**config.mk**
```make
export PLATFORM = sky130hd
export DESIGN_NAME = multdiv_ctrl_flat
export DESIGN_NICKNAME = d
export VERILOG_FILES = /design/src/rtl/multdiv_ctrl_if.sv /design/src/rtl/multdiv_ctrl.sv /design/src/flat_wrapper.sv
export SDC_FILE = /design/constraint.sdc
export NUM_CORES = 1
export LEC_CHECK = 0
export CORE_UTILIZATION = 45
export DETAILED_ROUTE_END_ITERATION = 8
export GPL_TIMING_DRIVEN = 0
export PLACE_DENSITY_LB_ADDON = 0.3
export RECOVER_POWER = 50
export REMOVE_ABC_BUFFERS = 1
export SLEW_MARGIN = 5
export SYNTH_ARGS = -nofsm -noshare
export SYNTH_HDL_FRONTEND = slang
export SYNTH_SLANG_ARGS = --single-unit
```
**constraint.sdc**
```tcl
create_clock -name clock -period 7.4 [get_ports clock]
set_input_delay 1.85 -clock clock [delete_from_list [all_inputs] [get_ports clock]]
set_output_delay 1.85 -clock clock [all_outputs]
set_load 0.01 [all_outputs]
```
**src/rtl/multdiv_ctrl_if.sv**
```systemverilog
// multdiv_ctrl_if: pipeline issue, multdiv handshake and writeback signals of the multdiv sequencer
interface multdiv_ctrl_if #(
  parameter int RD_WIDTH = 5
);
  logic                issue_valid;
  logic                issue_isDiv;
  logic [31:0]         issue_opA;
  logic [15:0]         issue_opB;
  logic [RD_WIDTH-1:0] issue_rd;
  logic                stall;
  logic                busy;
  logic [31:0]         md_operandA;
  logic [15:0]         md_operandB;
  logic                md_ctrl_MULT;
  logic                md_ctrl_DIV;
  logic [31:0]         md_result;
  logic                md_exception;
  logic                md_inputRDY;
  logic                md_resultRDY;
  logic                wb_valid;
  logic [RD_WIDTH-1:0] wb_rd;
  logic [31:0]         wb_data;
  logic                wb_exception;
  modport master (
    input  issue_valid, issue_isDiv, issue_opA, issue_opB, issue_rd,
    input  md_result, md_exception, md_inputRDY, md_resultRDY,
    output stall, busy, md_operandA, md_operandB, md_ctrl_MULT, md_ctrl_DIV,
    output wb_valid, wb_rd, wb_data, wb_exception
  );
  modport slave (
    output issue_valid, issue_isDiv, issue_opA, issue_opB, issue_rd,
    output md_result, md_exception, md_inputRDY, md_resultRDY,
    input  stall, busy, md_operandA, md_operandB, md_ctrl_MULT, md_ctrl_DIV,
    input  wb_valid, wb_rd, wb_data, wb_exception
  );
endinterface

```
**src/rtl/multdiv_ctrl.sv**
```systemverilog
// multdiv_ctrl: sequences one mult/div op through multdiv with stall, div-by-zero trap and timeout
module multdiv_ctrl #(
  parameter  int TIMEOUT_CYCLES = 64,
  parameter  int RD_WIDTH       = 5,
  localparam int TW             = $clog2(TIMEOUT_CYCLES)
) (
  input logic          clock,
  input logic          ctrl_reset,
  multdiv_ctrl_if.master bus
);
  typedef enum logic [1:0] {IDLE, ISSUE, WAIT, DONE} state_t;
  state_t              state, state_nx;
  logic [31:0]         op_a, res_q;
  logic [15:0]         op_b;
  logic [RD_WIDTH-1:0] rd_q;
  logic                div_q, exc_q;
  logic [TW-1:0]       timer;
  logic                div_zero, timeout;
  assign div_zero = bus.issue_isDiv && bus.issue_opB == '0;
  assign timeout  = timer == TW'(TIMEOUT_CYCLES - 1);
  // state register
  always_ff @(posedge clock or posedge ctrl_reset)
    if (ctrl_reset) state <= IDLE;
    else            state <= state_nx;
  // next state: div-by-zero skips multdiv entirely; a result beats a same-cycle timeout
  always_comb begin
    state_nx = state;
    case (state)
      IDLE:  if (bus.issue_valid && (div_zero || bus.md_inputRDY)) state_nx = div_zero ? DONE : ISSUE;
      ISSUE: state_nx = WAIT;
      WAIT:  if (bus.md_resultRDY || timeout) state_nx = DONE;
      DONE:  state_nx = IDLE;
    endcase
  end
  // operand, tag, result and timer capture
  always_ff @(posedge clock or posedge ctrl_reset)
    if (ctrl_reset) begin
      op_a  <= '0;
      op_b  <= '0;
      rd_q  <= '0;
      div_q <= 1'b0;
      res_q <= '0;
      exc_q <= 1'b0;
      timer <= '0;
    end else begin
      case (state)
        IDLE: if (bus.issue_valid) begin
          if (div_zero) begin
            rd_q  <= bus.issue_rd;
            res_q <= '0;
            exc_q <= 1'b1;
          end else if (bus.md_inputRDY) begin
            op_a  <= bus.issue_opA;
            op_b  <= bus.issue_opB;
            rd_q  <= bus.issue_rd;
            div_q <= bus.issue_isDiv;
          end
        end
        ISSUE: timer <= '0;
        WAIT: begin
          timer <= timer + 1'b1;
          if (bus.md_resultRDY) begin
            res_q <= bus.md_exception ? '0 : bus.md_result;
            exc_q <= bus.md_exception;
          end else if (timeout) begin
            res_q <= '0;
            exc_q <= 1'b1;
          end
        end
        DONE: begin
          op_a <= '0;
          op_b <= '0;
        end
      endcase
    end
  // outputs decoded from registered state; stall alone looks at issue_valid while idle
  always_comb begin
    bus.stall        = state == IDLE ? bus.issue_valid : state != DONE;
    bus.busy         = state != IDLE;
    bus.md_operandA  = (state == ISSUE || state == WAIT) ? op_a : '0;
    bus.md_operandB  = (state == ISSUE || state == WAIT) ? op_b : '0;
    bus.md_ctrl_MULT = state == ISSUE && !div_q;
    bus.md_ctrl_DIV  = state == ISSUE && div_q;
    bus.wb_valid     = state == DONE;
    bus.wb_rd        = state == DONE ? rd_q : '0;
    bus.wb_data      = state == DONE ? res_q : '0;
    bus.wb_exception = state == DONE && exc_q;
  end
endmodule
```
**src/flat_wrapper.sv**
```systemverilog
// flat-port wrapper written by rule: the top's interface ports become plain ports
module multdiv_ctrl_flat 
#(
  parameter  int TIMEOUT_CYCLES = 64,
  parameter  int RD_WIDTH       = 5,
  localparam int TW             = $clog2(TIMEOUT_CYCLES)
)
  (clock, ctrl_reset, bus_issue_valid, bus_issue_isDiv, bus_issue_opA, bus_issue_opB, bus_issue_rd, bus_md_result, bus_md_exception, bus_md_inputRDY, bus_md_resultRDY, bus_stall, bus_busy, bus_md_operandA, bus_md_operandB, bus_md_ctrl_MULT, bus_md_ctrl_DIV, bus_wb_valid, bus_wb_rd, bus_wb_data, bus_wb_exception);
  multdiv_ctrl_if #(.RD_WIDTH(RD_WIDTH)) bus_i ();
  input logic clock;
  input logic ctrl_reset;
  input wire logic [$bits(bus_i.issue_valid)-1:0] bus_issue_valid;
  input wire logic [$bits(bus_i.issue_isDiv)-1:0] bus_issue_isDiv;
  input wire logic [$bits(bus_i.issue_opA)-1:0] bus_issue_opA;
  input wire logic [$bits(bus_i.issue_opB)-1:0] bus_issue_opB;
  input wire logic [$bits(bus_i.issue_rd)-1:0] bus_issue_rd;
  input wire logic [$bits(bus_i.md_result)-1:0] bus_md_result;
  input wire logic [$bits(bus_i.md_exception)-1:0] bus_md_exception;
  input wire logic [$bits(bus_i.md_inputRDY)-1:0] bus_md_inputRDY;
  input wire logic [$bits(bus_i.md_resultRDY)-1:0] bus_md_resultRDY;
  output wire logic [$bits(bus_i.stall)-1:0] bus_stall;
  output wire logic [$bits(bus_i.busy)-1:0] bus_busy;
  output wire logic [$bits(bus_i.md_operandA)-1:0] bus_md_operandA;
  output wire logic [$bits(bus_i.md_operandB)-1:0] bus_md_operandB;
  output wire logic [$bits(bus_i.md_ctrl_MULT)-1:0] bus_md_ctrl_MULT;
  output wire logic [$bits(bus_i.md_ctrl_DIV)-1:0] bus_md_ctrl_DIV;
  output wire logic [$bits(bus_i.wb_valid)-1:0] bus_wb_valid;
  output wire logic [$bits(bus_i.wb_rd)-1:0] bus_wb_rd;
  output wire logic [$bits(bus_i.wb_data)-1:0] bus_wb_data;
  output wire logic [$bits(bus_i.wb_exception)-1:0] bus_wb_exception;
  assign bus_i.issue_valid = bus_issue_valid;
  assign bus_i.issue_isDiv = bus_issue_isDiv;
  assign bus_i.issue_opA = bus_issue_opA;
  assign bus_i.issue_opB = bus_issue_opB;
  assign bus_i.issue_rd = bus_issue_rd;
  assign bus_i.md_result = bus_md_result;
  assign bus_i.md_exception = bus_md_exception;
  assign bus_i.md_inputRDY = bus_md_inputRDY;
  assign bus_i.md_resultRDY = bus_md_resultRDY;
  assign bus_stall = bus_i.stall;
  assign bus_busy = bus_i.busy;
  assign bus_md_operandA = bus_i.md_operandA;
  assign bus_md_operandB = bus_i.md_operandB;
  assign bus_md_ctrl_MULT = bus_i.md_ctrl_MULT;
  assign bus_md_ctrl_DIV = bus_i.md_ctrl_DIV;
  assign bus_wb_valid = bus_i.wb_valid;
  assign bus_wb_rd = bus_i.wb_rd;
  assign bus_wb_data = bus_i.wb_data;
  assign bus_wb_exception = bus_i.wb_exception;
  multdiv_ctrl #(.TIMEOUT_CYCLES(TIMEOUT_CYCLES), .RD_WIDTH(RD_WIDTH)) u_core (.clock(clock), .ctrl_reset(ctrl_reset), .bus(bus_i));
endmodule
```
# Word level (Yosys, flattened, before mapping)

Index checks and enable logic that the tools add are counted.

Register bits: 95

Add/sub/neg operators: 1
Mux-type cells: 31
Equality and inequality tests: 12
Reductions and logical operators: 21
Bitwise gates (word level): 1

Operators by type and width:

| operator            | count |
|---|---|
| $mux 32             | 10 |
| $pmux 32 s2         | 2 |
| $mux 16             | 4 |
| $pmux 16 s2         | 1 |
| $logic_not 16->1    | 1 |
| $mux 5              | 3 |
| $pmux 6 s2          | 1 |
| $reduce_and 4->1    | 3 |
| $reduce_bool 2->1   | 5 |
| $ne 2x2->1 const B  | 4 |
| $pmux 2 s4          | 1 |
| $add 6x1->6 const B | 1 |
| $eq 6x6->1 const B  | 1 |
| $mux 2              | 3 |
| $ne 2x1->1 const B  | 3 |
| $logic_and 1x1->1   | 5 |
| $mux 1              | 5 |
| $eq 2x2->1 const B  | 2 |
| $logic_or 1x1->1    | 3 |
| $ne 3x2->1 const B  | 1 |
| $reduce_and 3->1    | 1 |
| $eq 2x1->1 const B  | 1 |
| $logic_not 2->1     | 1 |
| $pmux 1 s2          | 1 |
| 3 further kinds     | 3 |

# Depth between registers and ports, before layout

Gate-level depths: netlist (run 1).

Depth after elaboration: 6
Gate-level depth with buffers: 9
Gate-level depth less buffers: 7

# Least setup slack after synthesis (run 1)

No wires, ideal clock.

Path kind: input-to-output
Start: input bus_issue_valid
End: output bus_stall
Data required time: 5550 ps
Arrival: 2057 ps
Setup slack: 3493 ps
Path buffers: 0
Cell stages on the path: 2
Cells stage by stage: nand2_1 o21ai_0

Word-level cells in the longest chain between the ends: 1

RTL lines:

| element     | RTL line           | text |
|---|---|---|
| from (decl) | flat_wrapper.sv:12 | `input wire logic [$bits(bus_i.issue_valid)-1:0] bus_issue_valid;` |
| $mux 1      | multdiv_ctrl.sv:78 | `bus.stall = state == IDLE ? bus.issue_valid : state != DONE;` |
| to (decl)   | flat_wrapper.sv:21 | `output wire logic [$bits(bus_i.stall)-1:0] bus_stall;` |

No other way between the ends.

# Final worst setup path (run 1)

Start: input bus_issue_opB[12]
End: register u_core.op_a[21]

Word-level cells in the longest chain between the ends: 4

RTL lines:

| element                    | RTL line           | text |
|---|---|---|
| from (decl)                | flat_wrapper.sv:15 | `input wire logic [$bits(bus_i.issue_opB)-1:0] bus_issue_opB;` |
| $logic_not 16->1           | multdiv_ctrl.sv:19 | `assign div_zero = bus.issue_isDiv && bus.issue_opB == '0;` |
| $logic_and 1x1->1          | multdiv_ctrl.sv:19 |  |
| $ne 2x2->1 (no line)       | -                  |  |
| $reduce_and 4->1 (no line) | -                  |  |
| to (signal assigned)       | multdiv_ctrl.sv:53 | `op_a <= bus.issue_opA;` |
| to (decl)                  | multdiv_ctrl.sv:13 | `logic [31:0] op_a, res_q;` |

No other way between the ends.
A chain may end at the register's enable or synchronous reset.

==> summary.md, run 1 <==
| Metric | Value |
|---|---|
| Status | `finished with violations` |
| Failing checks | `max-capacitance violations, max-slew violations` |
| Reg2reg setup slack | `3.99 ns` |
| Maximum VDD drop | `0.204 mV` |
| Hold Path Sink | `u_core.op_b[4]` |
| Mean area per synthesized cell | `11.7 µm²` |
| Clk Latency, worst-skew pair | `0.35 ns` |
| Routed Antenna Nets | `0` |
| Worst Hold Class | `flop to flop` |
| Fmax | `178 MHz` |
| GRT overflow | `0` |
| Pint | `1.43 mW` |
| Type of origin of the critical path | `primary input` |
| Die ar. | `9880 µm²` |
| Global Route Usage Sum | `22.2%` |
| Most common cell in the netlist | `dfrtp_1` |
| Yosys cell types | `33` |
| Max_slew headroom | `-45.5%` |
| Final setup vio count | `0` |
| Sw Share | `34.3%` |
| Drt wl/cell | `16.6 µm` |
| Dominant cell type by area after synthesis | `dfrtp_1` |
| Pwr/cell area | `344 nW/µm²` |
| Core footprint | `9200 µm²` |
| Synthesis-to-layout area growth | `48.5%` |
| WL final | `10800 µm` |
| Worst Max-Slew Pin Slew | `2.17 ns` |
| Worst hold start | `u_core.op_b[4]` |
| Post-synth EDFFs | `0` |
| Top-level port count | `183` |
| Critical path class | `primary input to flop` |
| First-pass GRT wire length | `17300 µm` |
| CP Max Fanout | `37` |
| Post-CTS setup buffers | `0` |
| I/O Buffers | `182` |
| DRC Markers | `0` |
| Worst flop-to-flop path startpoint | `u_core.state[0]` |
| Max cap viols | `2` |
| Final Core Density | `68.9%` |
| Cells after Synth | `366` |
| Via count of the first global-routing pass | `3500` |
| Net switching power | `748 µW` |
| Yosys warns | `0` |
| Starting Density | `46.4%` |
| Fill cell count | `699` |
| Tcrit/Tclk final | `75.8%` |
| Largest net degree at the start of global routing | `60` |
| Die height | `99.4 µm` |
| Post-CTS resize count | `0` |
| Cell depth of the worst hold path | `1` |
| Reg clk slew, reported paths | `0.10 ns` |
| DRT Pass-1 Iters | `4` |
| Top-area cell type share of the netlist area | `55.7%` |
| Sequential power share | `38.6%` |
| Crit path arrival time | `5.89 ns` |
| Gpl congestion | `0.827` |
| Cell count of the worst reg-to-reg path | `6` |
| Via count | `3459` |
| Synth async-reset ratio | `100%` |
| Synth cell count leaders | `dfrtp_1, and2_1, a22o_1, clkbuf_1` |
| LEAKAGE | `2.83 nW` |
| Worst Setup End Kind | `flop` |
| R2R Path End | `u_core.op_a[21]` |
| Detailed Place HPWL | `7540 µm` |
| Synthesis-stage register bit count | `95` |
| CTS tree | `yes` |
| Synthesized area | `4270 µm²` |
| Final min period | `5.61 ns` |
| Logic pwr share | `46.3%` |
| Number of vias per cell | `5.31` |
| Post-cts hold buffer count | `0` |
| ANT cells | `0` |
| Final hold violation count | `0` |
| RSZ-0062 raised after global routing | `no` |
| Nets | `633` |
| Setup tns final | `0 ns` |
| DR iter-0 viols | `148` |
| Antenna violations before repair | `0` |
| Slew Viols, Final | `86` |
| Predominant post-synthesis flop cell | `dfrtp_1` |
| Share of post-route cells with drive strength above 1 | `5.55%` |
| Worst EP required | `7.69 ns` |
| Root Buffer | `clkbuf_8` |
| Clk pwr share | `15.1%` |
| Die Span X | `99.4 µm` |
| Clock sinks | `95` |
| CTS buffer count | `9` |
| Post-synthesis sequential area ratio | `55.7%` |
| Max Clock Skew | `0.0151 ns` |
| Synth area leaders | `dfrtp_1, a22o_1, and2_1, mux2_2, ha_1` |
| Worst-case clock buffer depth | `2` |
| CTS H-tree lvls | `3` |
| Row cnt | `35` |
## worst max-delay path, stage by stage
cell and delay [ns]:
dlygate4sd3_1 0.55, or4_1 0.53, nor4_1 0.29, and4_1 0.31, a2bb2oi_1 0.82, clkbuf_1 1.23, a22o_1 0.28
## flip-flops by register name, indices dropped and copies added (netlist names)
signal	count
u_core.res_q	32
u_core.exc_q	1
u_core.div_q	1
u_core.state	2
u_core.rd_q	5
u_core.op_a	32
u_core.op_b	16
u_core.timer	6
## worst max path at each step
stage	start	end	slack, ns	depth (start not counted)
finish	bus_issue_opB[12]	u_core.op_a[21]	1.79	7
global route	bus_issue_opB[12]	u_core.op_a[29]	1.49	7
CTS	bus_issue_valid	bus_stall	2.39	4
detailed placement	bus_issue_valid	bus_stall	2.40	4
global placement	bus_issue_opB[15]	u_core.op_a[25]	1.55	6
floorplan	ctrl_reset	u_core.div_q	3.07	1
## cells in the final DEF (no fill, tap or decap), types with 3 or more instances in the layout
cell             count
clkbuf_8            11
mux2_2               6
nor2_1               7
nor4_1               3
dfrtp_1             95
a21oi_1              4
and2_1              87
inv_1                7
ha_1                 4
clkdlybuf4s50_1    177
nand2_1              7
dlygate4sd3_1        5
nor2b_1              4
nand3_1              5
a22o_1              80
o21ai_0              7
## cell families after synthesis
family	Yosys count	share of synthesized area (%)
multiplexers	7	1.82
XOR/XNOR	1	0.205
adder cells (fa/ha/maj)	5	1.47
flip-flops	95	55.7
buffers and inverters	35	4.10
AO/OA/AOI/OAI	100	19.4
AND/OR/NAND/NOR	123	17.3
## metrics by stage
step	setup slack [ns]	instance area, µm²	cells	hold slack (ns)	power [mW]
2_1_floorplan	3.07	4120	339	0.458	1.36
3_3_place_gp	1.55	6080	632	0.474	1.83
3_5_place_dp	2.40	6190	636	0.474	1.89
4_1_cts	2.39	6380	652	0.503	2.22
5_1_grt	1.49	6340	652	0.508	2.32
6_report	1.79	6340	652	0.498	2.18
## layer usage
metal	GRT usage, %	routed length (µm)	vias to the layer above
met5	0	0	-
met4	8.71	278	0
met3	4.15	450	21
met1	28.8	4640	1706
met2	36.9	5420	92
li1	-	-	1640
## power groups by stage
stage | clock (mW) | sequential, mW | combinational [mW]
2_1_floorplan | 0 | 0.807 | 0.555
3_3_place_gp | 0 | 0.834 | 0.998
3_5_place_dp | 0 | 0.841 | 1.04
4_1_cts | 0.338 | 0.838 | 1.05
5_1_grt | 0.358 | 0.867 | 1.10
6_report | 0.330 | 0.840 | 1.01
## layout make-up
cell class,instances,area [µm²],share of cell area [%]
Clock buffer,11,151,2.39
Clock inverter,5,40.0,0.632
Inverter,8,31.3,0.494
Multi-Input combinational cell,236,1720,27.2
Sequential cell,95,2380,37.5
Tap cell,111,139,2.19
Timing Repair Buffer,186,1880,29.6
(Power assumes the default switching activity.)
==> run 2, diff against run 1 <==
Settings changed: CORE_UTILIZATION 45 to 38.
Clock period 7.4 ns to 4.88 ns, I/O delays scaled along.
==> summary.md, run 2 (synthesis gave the netlist of run 1 again) <==
| Metric | Value |
|---|---|
| Die ar. | `11700 µm²` |
| Final Core Density | `58.9%` |
| Status | `finished with violations` |
| Fill cell count | `924` |
| I/O Buffers | `182` |
| Fmax | `265 MHz` |
| Share of post-route cells with drive strength above 1 | `6.10%` |
| Critical path class | `primary input to output pin` |
| Failing checks | `max-capacitance violations, max-slew violations` |
| Global Route Usage Sum | `19.3%` |
| Clk Latency, worst-skew pair | `0.37 ns` |
| Synthesis-to-layout area growth | `50.2%` |
| Worst EP required | `3.66 ns` |
| Die Span X | `108 µm` |
| Most frequent cells in the layout | `clkdlybuf4s50_1, dfrtp_1, and2_1` |
| Crit path top cell by count | `clkdlybuf4s50_1` |
| Post-CTS setup buffers | `0` |
| Max Clock Skew | `0.0106 ns` |
| Worst-case clock buffer depth | `2` |
| Biggest regs | `u_core.op_a: 32 flops, u_core.res_q: 32 flops, u_core.op_b: 16 flops` |
| Pwr/cell area | `528 nW/µm²` |
| CP Max Fanout | `5` |
| Worst Max-Slew Pin Slew | `2.01 ns` |
| Maximum VDD drop | `0.276 mV` |
| Post-CTS resize count | `0` |
| Tcrit/Tclk final | `77.3%` |
| Non-Filler Instances | `681` |
| Register area | `2380 µm²` |
| CTS tree | `yes` |
| Antenna violations before repair | `0` |
| Final hold violation count | `0` |
| Footprint of the multi-input gates | `1740 µm²` |
| Critical path cell sequence | `clkdlybuf4s50_1 > nand2_1 > o21ai_0 > clkdlybuf4s50_1` |
| RSZ-0062 raised after global routing | `no` |
| Worst Setup End Kind | `output pin` |
| WL final | `11000 µm` |
| Routed Antenna Nets | `0` |
| Starting Density | `39.2%` |
| Commonest non-fill, non-tap cell in the layout | `clkdlybuf4s50_1` |
| Row cnt | `38` |
| Reg clk slew, reported paths | `0.08 ns` |
| Largest net degree at the start of global routing | `60` |
| GRT overflow | `0` |
| Die height | `108 µm` |
| DR iter-0 viols | `124` |
| CTS buffer count | `9` |
| Max stage delay cell, worst path | `clkdlybuf4s50_1` |
| Type of origin of the critical path | `primary input` |
| Detailed Place HPWL | `7590 µm` |
| Root Buffer | `clkbuf_8` |
| ANT cells | `0` |
| PnR worst setup slack | `1.11 ns` |
| Top-level port count | `183` |
| Slew Viols, Final | `49` |
| Clock sinks | `95` |
| Dpl ws | `1.02 ns` |
| Final min period | `3.77 ns` |
| First-pass GRT wire length | `17300 µm` |
| Number of vias per cell | `5.09` |
| CTS H-tree lvls | `3` |
| Crit path arrival time | `2.55 ns` |
| DRT Pass-1 Iters | `4` |
| Max cap viols | `1` |
| Final setup vio count | `0` |
| Via count | `3463` |
| Power, Total | `3.38 mW` |
| Crit path largest cell delay | `0.57 ns` |
| Via count of the first global-routing pass | `3431` |
| Nets | `633` |
| Core footprint | `10900 µm²` |
| LEAKAGE | `2.83 nW` |
| Placed insts | `665` |
| Worst Hold Class | `flop to flop` |
| Drt wl/cell | `16.2 µm` |
| Gpl congestion | `0.791` |
| Post-cts hold buffer count | `0` |
| Setup tns final | `0 ns` |
| Max_slew headroom | `-34.7%` |
| DRC Markers | `0` |
==> run 2: cell type report <==
| type | instances | share of cell area, % |
|---|---|---|
| repair buffers | 186 | 29.2 |
| clock inverters | 4 | 0.820 |
| multi-input cells | 236 | 27.2 |
| inverters | 8 | 0.488 |
| well taps | 140 | 2.73 |
| flip-flops and latches | 95 | 37.1 |
| clock buffers | 12 | 2.58 |
==> run 2: path summary, 6_finish.rpt <==
| path | start | endpoint | slack [ns] | depth (start not counted) |
|---|---|---|---|---|
| setup / recovery | bus_issue_valid | bus_stall | 1.11 | 4 |
| hold / removal | u_core.res_q[12] | u_core.res_q[12] | 0.50 | 1 |
| setup reg to reg | u_core.state[0] | u_core.res_q[4] | 2.33 | 7 |
| hold reg to reg | u_core.res_q[12] | u_core.res_q[12] | 0.50 | 1 |
| max in group asynchronous | ctrl_reset | u_core.op_a[9] | 1.18 | 3 |
| min in group asynchronous | ctrl_reset | u_core.res_q[15] | 1.82 | 2 |
==> run 2: power by group <==
group          internal [mW]  switching [mW]  total (mW)
combinational          0.865           0.697        1.56
clock                  0.279           0.275       0.554
sequential              1.10           0.165        1.27
total                   2.25            1.14        3.38
==> run 2: through the flow <==
stage / hold WS, ns / cell area [µm²]
after floorplan: 0.458 / 4120
after global routing: 0.514 / 6410
after global placement: 0.475 / 6120
after CTS: 0.501 / 6440
after detailed placement: 0.474 / 6220
final: 0.495 / 6410
==> run 2: worst max-delay path, delay by kind of cell <==
kind	cells	cell delay [ns]
buffers and inverters	2	1.13
and+or+nand+nor	1	0.12
AOI/OAI and AO/OA	1	0.09
==> run 2: metal layers <==
layer | up-vias | GRT usage [%] | wire length [µm]
met5 | - | 0 | 0
met4 | 0 | 7.53 | 176
met3 | 13 | 3.38 | 442
met2 | 93 | 31.8 | 5500
met1 | 1719 | 25.2 | 4910
li1 | 1638 | - | -
